--- src/rtl/trap_ctrl_if.sv ---
// ----------------------------------------------------------------------------
// trap_ctrl_if
// Trap channel between the trap sequencer and the CSR file.
//   we    : write enable (sequencer -> CSR file)
//   addr  : 12-bit CSR address (sequencer -> CSR file)
//   wdata : write data (sequencer -> CSR file)
//   rdata : combinational read data of the CSR at addr (CSR file -> sequencer)
// modport master : trap sequencer side
// modport slave  : CSR file side
// ----------------------------------------------------------------------------
interface trap_ctrl_if #(
  parameter int XLEN = 32
);
  logic            we;
  logic [11:0]     addr;
  logic [XLEN-1:0] wdata;
  logic [XLEN-1:0] rdata;

  modport master (output we, output addr, output wdata, input rdata);
  modport slave  (input we, input addr, input wdata, output rdata);
endinterface

--- src/rtl/trap_ctrl.sv ---
// ----------------------------------------------------------------------------
// trap_ctrl
// Trap sequencer between the execute stage and the CSR file. On an exception
// or an enabled interrupt it holds the pipeline, writes mepc, mcause, mtval
// and mstatus over the trap channel (one CSR per cycle), reads mtvec and
// redirects fetch. On mret it restores mstatus.MIE from MPIE and redirects
// fetch to mepc.
// Ports:
//   clk, rst_n                 clock, asynchronous active-low reset
//   ex_irq_i/tcmp_irq_i/soft_irq_i  masked interrupt requests (causes 11/7/3)
//   mstatus_mie_i              global interrupt enable
//   mepc_i                     current mepc from the CSR file
//   inst_valid_i, pc_i, next_pc_i, inst_i   retiring instruction
//   ecall_i/ebreak_i/illegal_i/mret_i       decoded events
//   csr                        trap channel (master side)
//   hold_o                     pipeline stall
//   jump_o, jump_addr_o        one-cycle fetch redirect
// ----------------------------------------------------------------------------
module trap_ctrl #(
  parameter int XLEN        = 32,
  parameter int VECTORED_EN = 1
) (
  input  logic             clk,
  input  logic             rst_n,
  input  logic             ex_irq_i,
  input  logic             tcmp_irq_i,
  input  logic             soft_irq_i,
  input  logic             mstatus_mie_i,
  input  logic [XLEN-1:0]  mepc_i,
  input  logic             inst_valid_i,
  input  logic [XLEN-1:0]  pc_i,
  input  logic [XLEN-1:0]  next_pc_i,
  input  logic [31:0]      inst_i,
  input  logic             ecall_i,
  input  logic             ebreak_i,
  input  logic             illegal_i,
  input  logic             mret_i,
  trap_ctrl_if.master      csr,
  output logic             hold_o,
  output logic             jump_o,
  output logic [XLEN-1:0]  jump_addr_o
);

  localparam logic [XLEN-1:0] IRQ_BIT = {1'b1, {(XLEN-1){1'b0}}};

  typedef enum logic [2:0] {
    IDLE, S_EPC, S_CAUSE, S_TVAL, S_STAT, S_JUMP, M_STAT, M_JUMP
  } state_t;

  state_t          state_q;
  logic [XLEN-1:0] cause_q;
  logic [XLEN-1:0] epc_q;
  logic [XLEN-1:0] tval_q;

  logic            exc_any;
  logic            irq_any;
  logic            acc_trap;
  logic            acc_mret;
  logic [XLEN-1:0] cause_d;
  logic [XLEN-1:0] epc_d;
  logic [XLEN-1:0] tval_d;
  logic [XLEN-1:0] tvec_base;

  // Accept decode: exceptions beat mret, mret beats any pending interrupt.
  always_comb begin
    exc_any  = illegal_i | ecall_i | ebreak_i;
    irq_any  = mstatus_mie_i & (ex_irq_i | soft_irq_i | tcmp_irq_i);
    acc_trap = inst_valid_i & (exc_any | (~mret_i & irq_any));
    acc_mret = inst_valid_i & ~exc_any & mret_i;

    cause_d = '0;
    epc_d   = pc_i;
    tval_d  = '0;
    if (illegal_i) begin
      cause_d = XLEN'(2);
      tval_d  = XLEN'(inst_i);
    end else if (ecall_i) begin
      cause_d = XLEN'(11);
    end else if (ebreak_i) begin
      cause_d = XLEN'(3);
      tval_d  = pc_i;
    end else begin
      // Interrupt: the current instruction completes, so resume after it.
      epc_d = next_pc_i;
      if (ex_irq_i)        cause_d = IRQ_BIT | XLEN'(11);
      else if (soft_irq_i) cause_d = IRQ_BIT | XLEN'(3);
      else                 cause_d = IRQ_BIT | XLEN'(7);
    end
  end

  always_ff @(posedge clk or negedge rst_n) begin
    if (!rst_n) begin
      state_q <= IDLE;
      cause_q <= '0;
      epc_q   <= '0;
      tval_q  <= '0;
    end else begin
      case (state_q)
        IDLE: begin
          if (acc_trap) begin
            state_q <= S_EPC;
            cause_q <= cause_d;
            epc_q   <= epc_d;
            tval_q  <= tval_d;
          end else if (acc_mret) begin
            state_q <= M_STAT;
          end
        end
        S_EPC:   state_q <= S_CAUSE;
        S_CAUSE: state_q <= S_TVAL;
        S_TVAL:  state_q <= S_STAT;
        S_STAT:  state_q <= S_JUMP;
        M_STAT:  state_q <= M_JUMP;
        default: state_q <= IDLE;
      endcase
    end
  end

  // Outputs decode the registered state; the mstatus updates and the mtvec
  // target are read-modify-write against the combinational read data.
  always_comb begin
    csr.we      = 1'b0;
    csr.addr    = 12'h000;
    csr.wdata   = '0;
    hold_o      = 1'b1;
    jump_o      = 1'b0;
    jump_addr_o = '0;
    tvec_base   = {csr.rdata[XLEN-1:2], 2'b00};
    case (state_q)
      IDLE: begin
        // Stall already in the accept cycle; forced low while in reset.
        hold_o = rst_n & (acc_trap | acc_mret);
      end
      S_EPC: begin
        csr.we    = 1'b1;
        csr.addr  = 12'h341;
        csr.wdata = epc_q;
      end
      S_CAUSE: begin
        csr.we    = 1'b1;
        csr.addr  = 12'h342;
        csr.wdata = cause_q;
      end
      S_TVAL: begin
        csr.we    = 1'b1;
        csr.addr  = 12'h343;
        csr.wdata = tval_q;
      end
      S_STAT: begin
        // MPIE <= MIE, MIE <= 0
        csr.we    = 1'b1;
        csr.addr  = 12'h300;
        csr.wdata = {csr.rdata[XLEN-1:8], csr.rdata[3], csr.rdata[6:4],
                     1'b0, csr.rdata[2:0]};
      end
      S_JUMP: begin
        csr.addr = 12'h305;
        jump_o   = 1'b1;
        if (VECTORED_EN != 0 && csr.rdata[1:0] == 2'b01 && cause_q[XLEN-1])
          jump_addr_o = tvec_base + {cause_q[XLEN-3:0], 2'b00};
        else
          jump_addr_o = tvec_base;
      end
      M_STAT: begin
        // MIE <= MPIE, MPIE <= 1
        csr.we    = 1'b1;
        csr.addr  = 12'h300;
        csr.wdata = {csr.rdata[XLEN-1:8], 1'b1, csr.rdata[6:4],
                     csr.rdata[7], csr.rdata[2:0]};
      end
      M_JUMP: begin
        jump_o      = 1'b1;
        jump_addr_o = mepc_i;
      end
      default: hold_o = 1'b0;
    endcase
  end

endmodule

--- src/flat_wrapper.sv ---
// flat-port wrapper written by rule: the top's interface ports become plain ports
module trap_ctrl_flat 
#(
  parameter int XLEN        = 32,
  parameter int VECTORED_EN = 1
)
  (clk, rst_n, ex_irq_i, tcmp_irq_i, soft_irq_i, mstatus_mie_i, mepc_i, inst_valid_i, pc_i, next_pc_i, inst_i, ecall_i, ebreak_i, illegal_i, mret_i, hold_o, jump_o, jump_addr_o, csr_we, csr_addr, csr_wdata, csr_rdata);
  trap_ctrl_if #(.XLEN(XLEN)) csr_i ();
  input  logic clk;
  input  logic rst_n;
  input  logic ex_irq_i;
  input  logic tcmp_irq_i;
  input  logic soft_irq_i;
  input  logic mstatus_mie_i;
  input  logic [XLEN-1:0] mepc_i;
  input  logic inst_valid_i;
  input  logic [XLEN-1:0] pc_i;
  input  logic [XLEN-1:0] next_pc_i;
  input  logic [31:0] inst_i;
  input  logic ecall_i;
  input  logic ebreak_i;
  input  logic illegal_i;
  input  logic mret_i;
  output logic hold_o;
  output logic jump_o;
  output logic [XLEN-1:0] jump_addr_o;
  output wire logic [$bits(csr_i.we)-1:0] csr_we;
  output wire logic [$bits(csr_i.addr)-1:0] csr_addr;
  output wire logic [$bits(csr_i.wdata)-1:0] csr_wdata;
  input wire logic [$bits(csr_i.rdata)-1:0] csr_rdata;
  assign csr_we = csr_i.we;
  assign csr_addr = csr_i.addr;
  assign csr_wdata = csr_i.wdata;
  assign csr_i.rdata = csr_rdata;
  trap_ctrl #(.XLEN(XLEN), .VECTORED_EN(VECTORED_EN)) u_core (.clk(clk), .rst_n(rst_n), .ex_irq_i(ex_irq_i), .tcmp_irq_i(tcmp_irq_i), .soft_irq_i(soft_irq_i), .mstatus_mie_i(mstatus_mie_i), .mepc_i(mepc_i), .inst_valid_i(inst_valid_i), .pc_i(pc_i), .next_pc_i(next_pc_i), .inst_i(inst_i), .ecall_i(ecall_i), .ebreak_i(ebreak_i), .illegal_i(illegal_i), .mret_i(mret_i), .csr(csr_i), .hold_o(hold_o), .jump_o(jump_o), .jump_addr_o(jump_addr_o));
endmodule
--- config.mk ---
export PLATFORM = sky130hd
export DESIGN_NAME = trap_ctrl_flat
export DESIGN_NICKNAME = d
export VERILOG_FILES = /design/src/rtl/trap_ctrl_if.sv /design/src/rtl/trap_ctrl.sv /design/src/flat_wrapper.sv
export SDC_FILE = /design/constraint.sdc
export NUM_CORES = 1
export LEC_CHECK = 0
export ABC_CLOCK_PERIOD_IN_PS = 3560
export CAP_MARGIN = 20
export CORE_ASPECT_RATIO = 0.75
export CORE_MARGIN = 4
export CORE_UTILIZATION = 42
export CTS_CLUSTER_SIZE = 24
export DETAILED_ROUTE_END_ITERATION = 10
export PLACE_DENSITY_LB_ADDON = 0.08
export REMOVE_ABC_BUFFERS = 1
export SETUP_SLACK_MARGIN = 0.2
export SLEW_MARGIN = 25
export SYNTH_ARGS = -nofsm -noshare
export SYNTH_HDL_FRONTEND = slang
export SYNTH_SLANG_ARGS = --single-unit
--- constraint.sdc ---
create_clock -name clk -period 3.56 [get_ports clk]
set_input_delay 0.712 -clock clk [delete_from_list [all_inputs] [get_ports clk]]
set_output_delay 0.712 -clock clk [all_outputs]
set_load 0.02 [all_outputs]
Yosys cells after proc, flatten, opt, wreduce, memory -nomap -nowiden:

Index checks and enable logic that the tools add are counted.

* add/sub/neg operators: 1
* equality and inequality tests: 9
* mux-type cells: 21
* bitwise operators: 14
* reduce and logical (&&, ||, !) cells: 6

Operators with widths (count)
* $mux 32: 11
* $pmux 32 s5: 1
* $pmux 32 s2: 1
* $pmux 10 s5: 1
* $add 32x32->32: 1
* $pmux 3 s6: 1
* $eq 3x3->1 const B: 4
* $mux 3: 3
* $and 1x1->1: 6
* $eq 3x2->1 const B: 2
* $or 1x1->1: 6
* $reduce_or 5->1: 1
* $reduce_or 2->1: 2
* $eq 3x1->1 const B: 1
* $logic_not 3->1: 1
* $mux 1: 3
* $ne 3x1->1 const B: 1
* $eq 2x1->1 const B: 1
* $not 1->1: 2
* $reduce_and 2->1: 1
* $logic_and 1x1->1: 1

* register bits: 99
* output and inout bits: 79

Logic depth before layout (Yosys ltp):

Gate-level depths: netlist of the first run.

* depth in word-level cells: 9
* depth in mapped cells: 8
* mapped depth without buffers: 7

Least setup slack after synthesis of the first run:

Ideal clock, no wire load.

* path type: input port to output port
* start: input port csr_rdata[2]
* end: output port jump_addr_o[8]
* data arrival time: 2818 ps
* required time: 2848 ps
* slack: 30 ps
* stages on the path: 8
* path buffers: 1
* path through: ha_1 > fa_1 > a21o_1 > a21oi_1 > clkbuf_1 > nor3b_1 > xnor2_1 > a21oi_1

* cells in the longest elaborated chain, start to end: 3

Ends and longest elaborated chain
* start: declaration: RTL line flat_wrapper.sv:30 `input wire logic [$bits(csr_i.rdata)-1:0] csr_rdata;`
* $add 32x32->32: RTL line trap_ctrl.sv:160 `jump_addr_o = tvec_base + {cause_q[XLEN-3:0], 2'b00};`
* $mux 32: RTL line trap_ctrl.sv:159 `if (VECTORED_EN != 0 && csr.rdata[1:0] == 2'b01 && cause_q[XLEN-1])`
* $pmux 32 s2: RTL line trap_ctrl.sv:129 `case (state_q)`
* end: declaration: RTL line flat_wrapper.sv:26 `output logic [XLEN-1:0] jump_addr_o;`

No other way between the ends.

Worst setup path after layout of the first run:

* start: input port csr_rdata[4]
* end: output port jump_addr_o[22]

The elaborated chain is that of the path after synthesis.

==> impl_metrics.json, run 1 <==
{
  "routed_wl_um": 20000,
  "root_buffer": "clkbuf_16",
  "clk_latency_ps": 330,
  "setup_violations": 0,
  "finalHoldViolations": 0,
  "hp-class": "reg2reg",
  "grt_pass1_vias": 5998,
  "syn_to_final_growth_pct": 65.33,
  "h-tree-depth": 3,
  "post-route-min-period_ps": 3283,
  "critPathCaptureType": "output pin",
  "combinationalPowerShare_pct": 58.8,
  "antenna_found_initial": 0,
  "relSlewSlack_pct": 53.92,
  "ys_ff_latch": 72,
  "yosysTopAreaCellShare_pct": 34.27,
  "viasPerCell": 5.430,
  "synth_cell_types": 51,
  "grt_pass1_wl_um": 31260,
  "peakVddDrop_uv": 355.4,
  "seq_area_um2": 1803,
  "timing.final.crit_share_pct": 92.21,
  "critPathKind": "in2out",
  "core_area_um2": 12260,
  "cp-start-kind": "primary input",
  "rr_worst_depth": 6,
  "max_freq_mhz": 304.6,
  "power_switching_mw": 2.420,
  "clkTransAtPathRegs_ps": 50,
  "first_pass_iters": 5,
  "cts-buffers-inserted": 9,
  "cts.sinks": 72,
  "fin_tns_setup_ps": 0,
  "drtIter0Drc": 312,
  "die_height_um": 104.9,
  "synth-main-ff-cell": "dfrtp_1",
  "hold_buffers": 0,
  "syn_area_per_cell_um2": 8.306,
  "place.gp.congestion": 0.8705,
  "start_util_pct": 42.88,
  "synth-edff-count": 0,
  "multiInputGateArea_um2": 3332,
  "dieArea_um2": 14390,
  "grt_max_degree": 73,
  "cap_violations": 0,
  "status": "completed",
  "synthesis.area_um2": 5258,
  "die_width_um": 137.2,
  "finClkSkew_ps": 10.67,
  "ys_warn_count": 0,
  "hold_ws_ps": 480.1,
  "switching_share_pct": 42.31,
  "seq_power_share_pct": 23.9,
  "power_density_nw_per_um2": 657.9,
  "required_ps": 2850,
  "ys_async_sr_fraction_pct": 100.0,
  "power.internal_mw": 3.299,
  "rsz0062_at_grt": "no",
  "num_rows": 35,
  "cp_data_arrival_time_ps": 2570,
  "vias": 5854,
  "port_buffers": 243,
  "postSynthCellCount": 633,
  "dp_hpwl_um": 14520,
  "power.leakage_nw": 3.649,
  "drcViolationCount": 0,
  "yosys.area.top_type": "dfrtp_1",
  "ant_nets": 0,
  "drive_gt1_share_pct": 17.98,
  "p_clk_share_pct": 17.2,
  "min_path_cells": 2,
  "finalNetCount": 1083,
  "crit_path_max_fanout": 4,
  "synthTopCellsByArea": "dfrtp_1 34%, mux2i_1 12%, o21ai_0 12%, nand2_1 7.9%, a22oi_1 5.3%",
  "fillers": 972,
  "drv_slew": 0,
  "grt_use_total_pct": 27.57,
  "ys_seq_area_share_pct": 34.27,
  "clockBufferDepth": 2,
  "cts_tree": "done",
  "ioPinCount": 250,
  "worst_pin_slew_ps": 685.9,
  "post_drt_wl_per_cell_um": 18.55,
  "antennaDiodeCount": 0,
  "gr-total-overflow": 0
}
==> cells by family after synthesis <==
kind of cell / synth area share (%)
AO/OA/AOI/OAI: 22.82
XOR/XNOR: 4.498
adder cells (fa/ha/maj): 1.333
buffers and inverters: 5.640
flip-flops: 34.27
multiplexers: 13.09
other: 0.07133
AND/OR/NAND/NOR: 18.28
==> cell type report <==
| class | count | area share [%] |
|---|---|---|
| multi-input combinational | 501 | 38.33 |
| timing repair buffer | 319 | 34.65 |
| sequential | 72 | 20.74 |
| clock buffer | 11 | 2.793 |
| tap | 166 | 2.390 |
| clock inverter | 5 | 0.9213 |
| inverter | 4 | 0.1727 |
==> synthesized netlist by cell type (all sizes together) (4+ instances only) <==
master	count
a21oi	34
a22oi	37
and3	4
and4	4
buf	26
clkbuf	35
dfrtp	72
ha	4
mux2	6
mux2i	62
nand2	110
nand3	10
nor2	17
nor3	10
nor4	10
o21ai	124
o22ai	4
xnor2	25
==> power groups by stage <==
stage / combinational [mW] / clock [mW] / sequential [mW]
global route: 3.64 / 1.04 / 1.41
global placement: 3.19 / 0 / 1.34
floorplan: 1.57 / 0 / 1.42
CTS: 3.30 / 1.00 / 1.36
detailed placement: 3.25 / 0 / 1.37
finish: 3.36 / 0.986 / 1.37
==> sequential cells by signal, indices dropped and copies added, names as in the netlist <==
| register | count |
|---|---|
| u_core.epc_q | 32 |
| u_core.cause_q | 5 |
| u_core.tval_q | 32 |
| u_core.state_q | 3 |
==> critical path: stages <==
cell and delay, ps:
dlygate4sd2_1 270, ha_4 290, a21o_1 150, a21oi_4 80, buf_6 120, buf_12 130, buf_12 120, nor4b_2 270
xnor2_1 110, a21oi_1 160, buf_4 160
==> layout by cell type (no fill, tap or decap), drive strengths merged, types with 4 or more instances in the layout <==
master and instances:
clkdlybuf4s50 200, o21ai 124, nand2 110, buf 103, dfrtp 72, mux2i 62, a22oi 37, a21oi 34
xnor2 25, nor2 17, clkbuf 13, dlygate4sd2 11, nand3 10, nor3 10, nor4 10, mux2 6
conb 6, and3 4, o22ai 4, and4 4, ha 4
==> metal layers <==
| metal | vias to the layer above | GRT usage, % | part of all wire, % |
|---|---|---|---|
| li1 | 2812 | - | - |
| met2 | 224 | 45.70 | 48 |
| met1 | 2788 | 36.59 | 42 |
| met3 | 30 | 5.679 | 7.3 |
| met4 | 0 | 7.194 | 2.2 |
| met5 | - | 0 | 0 |
==> stage by stage <==
stage | power, mW | setup WS [ps] | cell area (um^2) | utilization [%] | instances
after floorplan | 2.989 | -3918 | 4995 | - | 577
after global placement | 4.527 | -620.2 | 8199 | 66.87 | 1051
after detailed placement | 4.615 | -662.4 | 8199 | 66.87 | 1051
after CTS | 5.667 | 145.4 | 8593 | 70.08 | 1074
after global routing | 6.086 | 196.2 | 8692 | 70.89 | 1078
final | 5.718 | 277.2 | 8692 | 70.89 | 1078
==> timing repair <==
action / CTS / global route
resized for setup: 143 / 16
setup buffers: 5 / 4
gates cloned: 2 / 0
hold endpoints to repair: 0 / 0
pin swaps: 14 / 12
endpoints found under the setup margin: 30 / 25
==> worst paths after layout <==
kind                                               start                            end  slack (ps)
min in group asynchronous                          rst_n   u_core.tval_q[3]$_DFFE_PN0N_         510
min reg2reg                 u_core.epc_q[31]$_DFFE_PN0N_   u_core.epc_q[31]$_DFFE_PN0N_         480
max reg2reg                u_core.state_q[1]$_DFFE_PN0P_    u_core.epc_q[6]$_DFFE_PN0N_        1120
min                         u_core.epc_q[31]$_DFFE_PN0N_   u_core.epc_q[31]$_DFFE_PN0N_         480
max in group asynchronous                          rst_n  u_core.state_q[1]$_DFFE_PN0P_        2550
max                                         csr_rdata[4]                jump_addr_o[22]         280
No activity file was read; power rests on OpenSTA's default activity.
==> run 2: changes to the inputs <==
--- a/config.mk
+++ b/config.mk
@@ -12,7 +12,7 @@
 export CORE_UTILIZATION = 42
 export CTS_CLUSTER_SIZE = 24
 export DETAILED_ROUTE_END_ITERATION = 10
-export PLACE_DENSITY_LB_ADDON = 0.08
+export PLACE_DENSITY_LB_ADDON = 0.25
 export REMOVE_ABC_BUFFERS = 1
 export SETUP_SLACK_MARGIN = 0.2
 export SLEW_MARGIN = 25
==> impl_metrics.json, run 2 (synthesized netlist as in run 1, its figures left out) <==
{
  "status": "completed",
  "h-tree-depth": 3,
  "antenna_found_initial": 0,
  "clk_latency_ps": 330,
  "cts_tree": "done",
  "antennaDiodeCount": 0,
  "first_pass_iters": 6,
  "cp_data_arrival_time_ps": 2580,
  "fin_cells": 1063,
  "power.total_mw": 5.458,
  "timing.final.crit_share_pct": 92.34,
  "ant_nets": 0,
  "power_density_nw_per_um2": 638.7,
  "grt_max_degree": 73,
  "timing.rr.start": "u_core.state_q[0]$_DFFE_PN0P_",
  "clockBufferDepth": 2,
  "r2r_end": "u_core.tval_q[28]$_DFFE_PN0N_",
  "drcViolationCount": 0,
  "cts.sinks": 72,
  "rrSetupSlack_ps": 1040,
  "power.leakage_nw": 3.677,
  "mostFrequentLayoutCell": "clkdlybuf4s50_1",
  "vias": 5756,
  "hold_ws_ps": 475.6,
  "hp-class": "reg2reg",
  "layout_common_cells": "199 x clkdlybuf4s50_1, 124 x o21ai_0, 110 x nand2_1",
  "max_freq_mhz": 304.2,
  "finClkSkew_ps": 4.906,
  "worst_pin_slew_ps": 696.6,
  "drive_gt1_share_pct": 16.61,
  "ioPinCount": 250,
  "rsz0062_at_grt": "no",
  "worstSetupEndpoint": "jump_addr_o[21]",
  "hold_buffers": 0,
  "post-route-min-period_ps": 3287,
  "root_buffer": "clkbuf_16",
  "clkTransAtPathRegs_ps": 50,
  "start_util_pct": 42.88,
  "critPathCaptureType": "output pin",
  "fillers": 973,
  "viasPerCell": 5.415,
  "post_drt_wl_per_cell_um": 18.68,
  "cp-start-kind": "primary input",
  "worst_slack_ps": 272.6,
  "required_ps": 2850,
  "finalHoldViolations": 0,
  "finalNetCount": 1069,
  "port_buffers": 243,
  "place.gp.congestion": 0.9170,
  "multiInputGateArea_um2": 3373,
  "relSlewSlack_pct": 53.56,
  "cap_violations": 0,
  "dieArea_um2": 14390,
  "die_height_um": 104.9,
  "seq_area_um2": 1803,
  "critPathKind": "in2out",
  "cts-buffers-inserted": 9,
  "peakVddDrop_uv": 427.8,
  "routed_wl_um": 19850,
  "num_rows": 35,
  "grt_pass1_wl_um": 30710,
  "drtIter0Drc": 274,
  "dp_worst_setup_slack_ps": -581.0,
  "gr-total-overflow": 0,
  "grt_pass1_vias": 5970,
  "drv_slew": 0,
  "grt_use_total_pct": 27.00,
  "core_area_um2": 12260,
  "crit_path_max_fanout": 6,
  "syn_to_final_growth_pct": 62.54,
  "dp_hpwl_um": 14560,
  "setup_violations": 0,
  "reg_top3": "u_core.epc_q x32, u_core.tval_q x32, u_core.cause_q x5",
  "placed_cells": 1044,
  "cp-startpoint": "csr_rdata[3]",
  "rr_worst_depth": 6,
  "die_width_um": 137.2
}
-- run 2: cell count changes in the layout (fill, tap and decap cells not counted), moves of 3 or more --
cell / previous run / this run
nor3_2: 8 / 5
buf_4: 72 / 67
nor4_2: 6 / 2
dlygate4sd2_1: 11 / 8
buf_6: 8 / 5
dlymetal6s2s_1: 3 / 7
nor3_4: 0 / 3
nor4_4: 4 / 7
-- run 2: critical path, stage by stage --
cell	delay (ps)
dlygate4sd2_1	280
ha_1	320
a211o_1	330
a21oi_4	180
buf_6	190
nor3_2	70
xnor2_1	120
a21oi_1	170
buf_2	190
-- run 2: final cells by class --
cell class | instances | share of cell area [%]
Multi-Input combinational cell | 501 | 39.47
Timing Repair Buffer | 305 | 33.46
Sequential cell | 72 | 21.10
Clock buffer | 11 | 2.840
Tap cell | 166 | 2.430
Clock inverter | 4 | 0.5271
Inverter | 4 | 0.1757
-- run 2: where the power goes --
| group | internal [mW] | leakage, nW | switching (mW) | total, mW |
|---|---|---|---|---|
| registers | 1.16 | 0.914 | 0.229 | 1.38 |
| logic | 1.38 | 2.62 | 1.80 | 3.19 |
| clock network | 0.554 | 0.145 | 0.334 | 0.888 |
| total | 3.09 | 3.68 | 2.36 | 5.46 |
-- run 2: worst min path at each step --
stage                                  startpoint                            end  slack (ps)  cells past startpoint
global placement     u_core.tval_q[2]$_DFFE_PN0N_   u_core.tval_q[2]$_DFFE_PN0N_         460                      2
global route        u_core.tval_q[22]$_DFFE_PN0N_  u_core.tval_q[22]$_DFFE_PN0N_         500                      2
floorplan                                   rst_n  u_core.cause_q[0]$_DFFE_PN0N_         420                      0
CTS                  u_core.epc_q[21]$_DFFE_PN0N_   u_core.epc_q[21]$_DFFE_PN0N_         480                      2
detailed placement  u_core.tval_q[24]$_DFFE_PN0N_  u_core.tval_q[24]$_DFFE_PN0N_         470                      2
finish               u_core.epc_q[21]$_DFFE_PN0N_   u_core.epc_q[21]$_DFFE_PN0N_         480                      2
-- run 2: layer usage --
metal | track usage (%) | share of wire, %
met5 | 0 | 0
met4 | 7.479 | 1.9
met3 | 7.122 | 8.2
met2 | 44.40 | 47
met1 | 34.96 | 43
-- run 2: what timing repair did --
action	in CTS	in global routing
setup buffers	3	1
endpoints found under the setup margin	30	28
pin swaps	14	13
resized for setup	144	21
-- run 2: per-stage QoR --
stage / instance area, um^2 / setup TNS [ps] / utilization (%)
after CTS: 8506 / 0 / 69.37
after detailed placement: 8134 / -12290 / 66.34
after global placement: 8134 / -12070 / 66.34
after global routing: 8546 / 0 / 69.69
final: 8546 / 0 / 69.69
after floorplan: 4995 / -292010 / -
==> run 3: changes to the inputs <==
--- a/config.mk
+++ b/config.mk
@@ -12,6 +12,7 @@
 export CORE_UTILIZATION = 42
 export CTS_CLUSTER_SIZE = 24
 export DETAILED_ROUTE_END_ITERATION = 10
+export GPL_ROUTABILITY_DRIVEN = 0
 export PLACE_DENSITY_LB_ADDON = 0.25
 export REMOVE_ABC_BUFFERS = 1
 export SETUP_SLACK_MARGIN = 0.2
==> results of run 3 <==
Same layout as run 2: the final DEF is identical, and so are final timing and power.
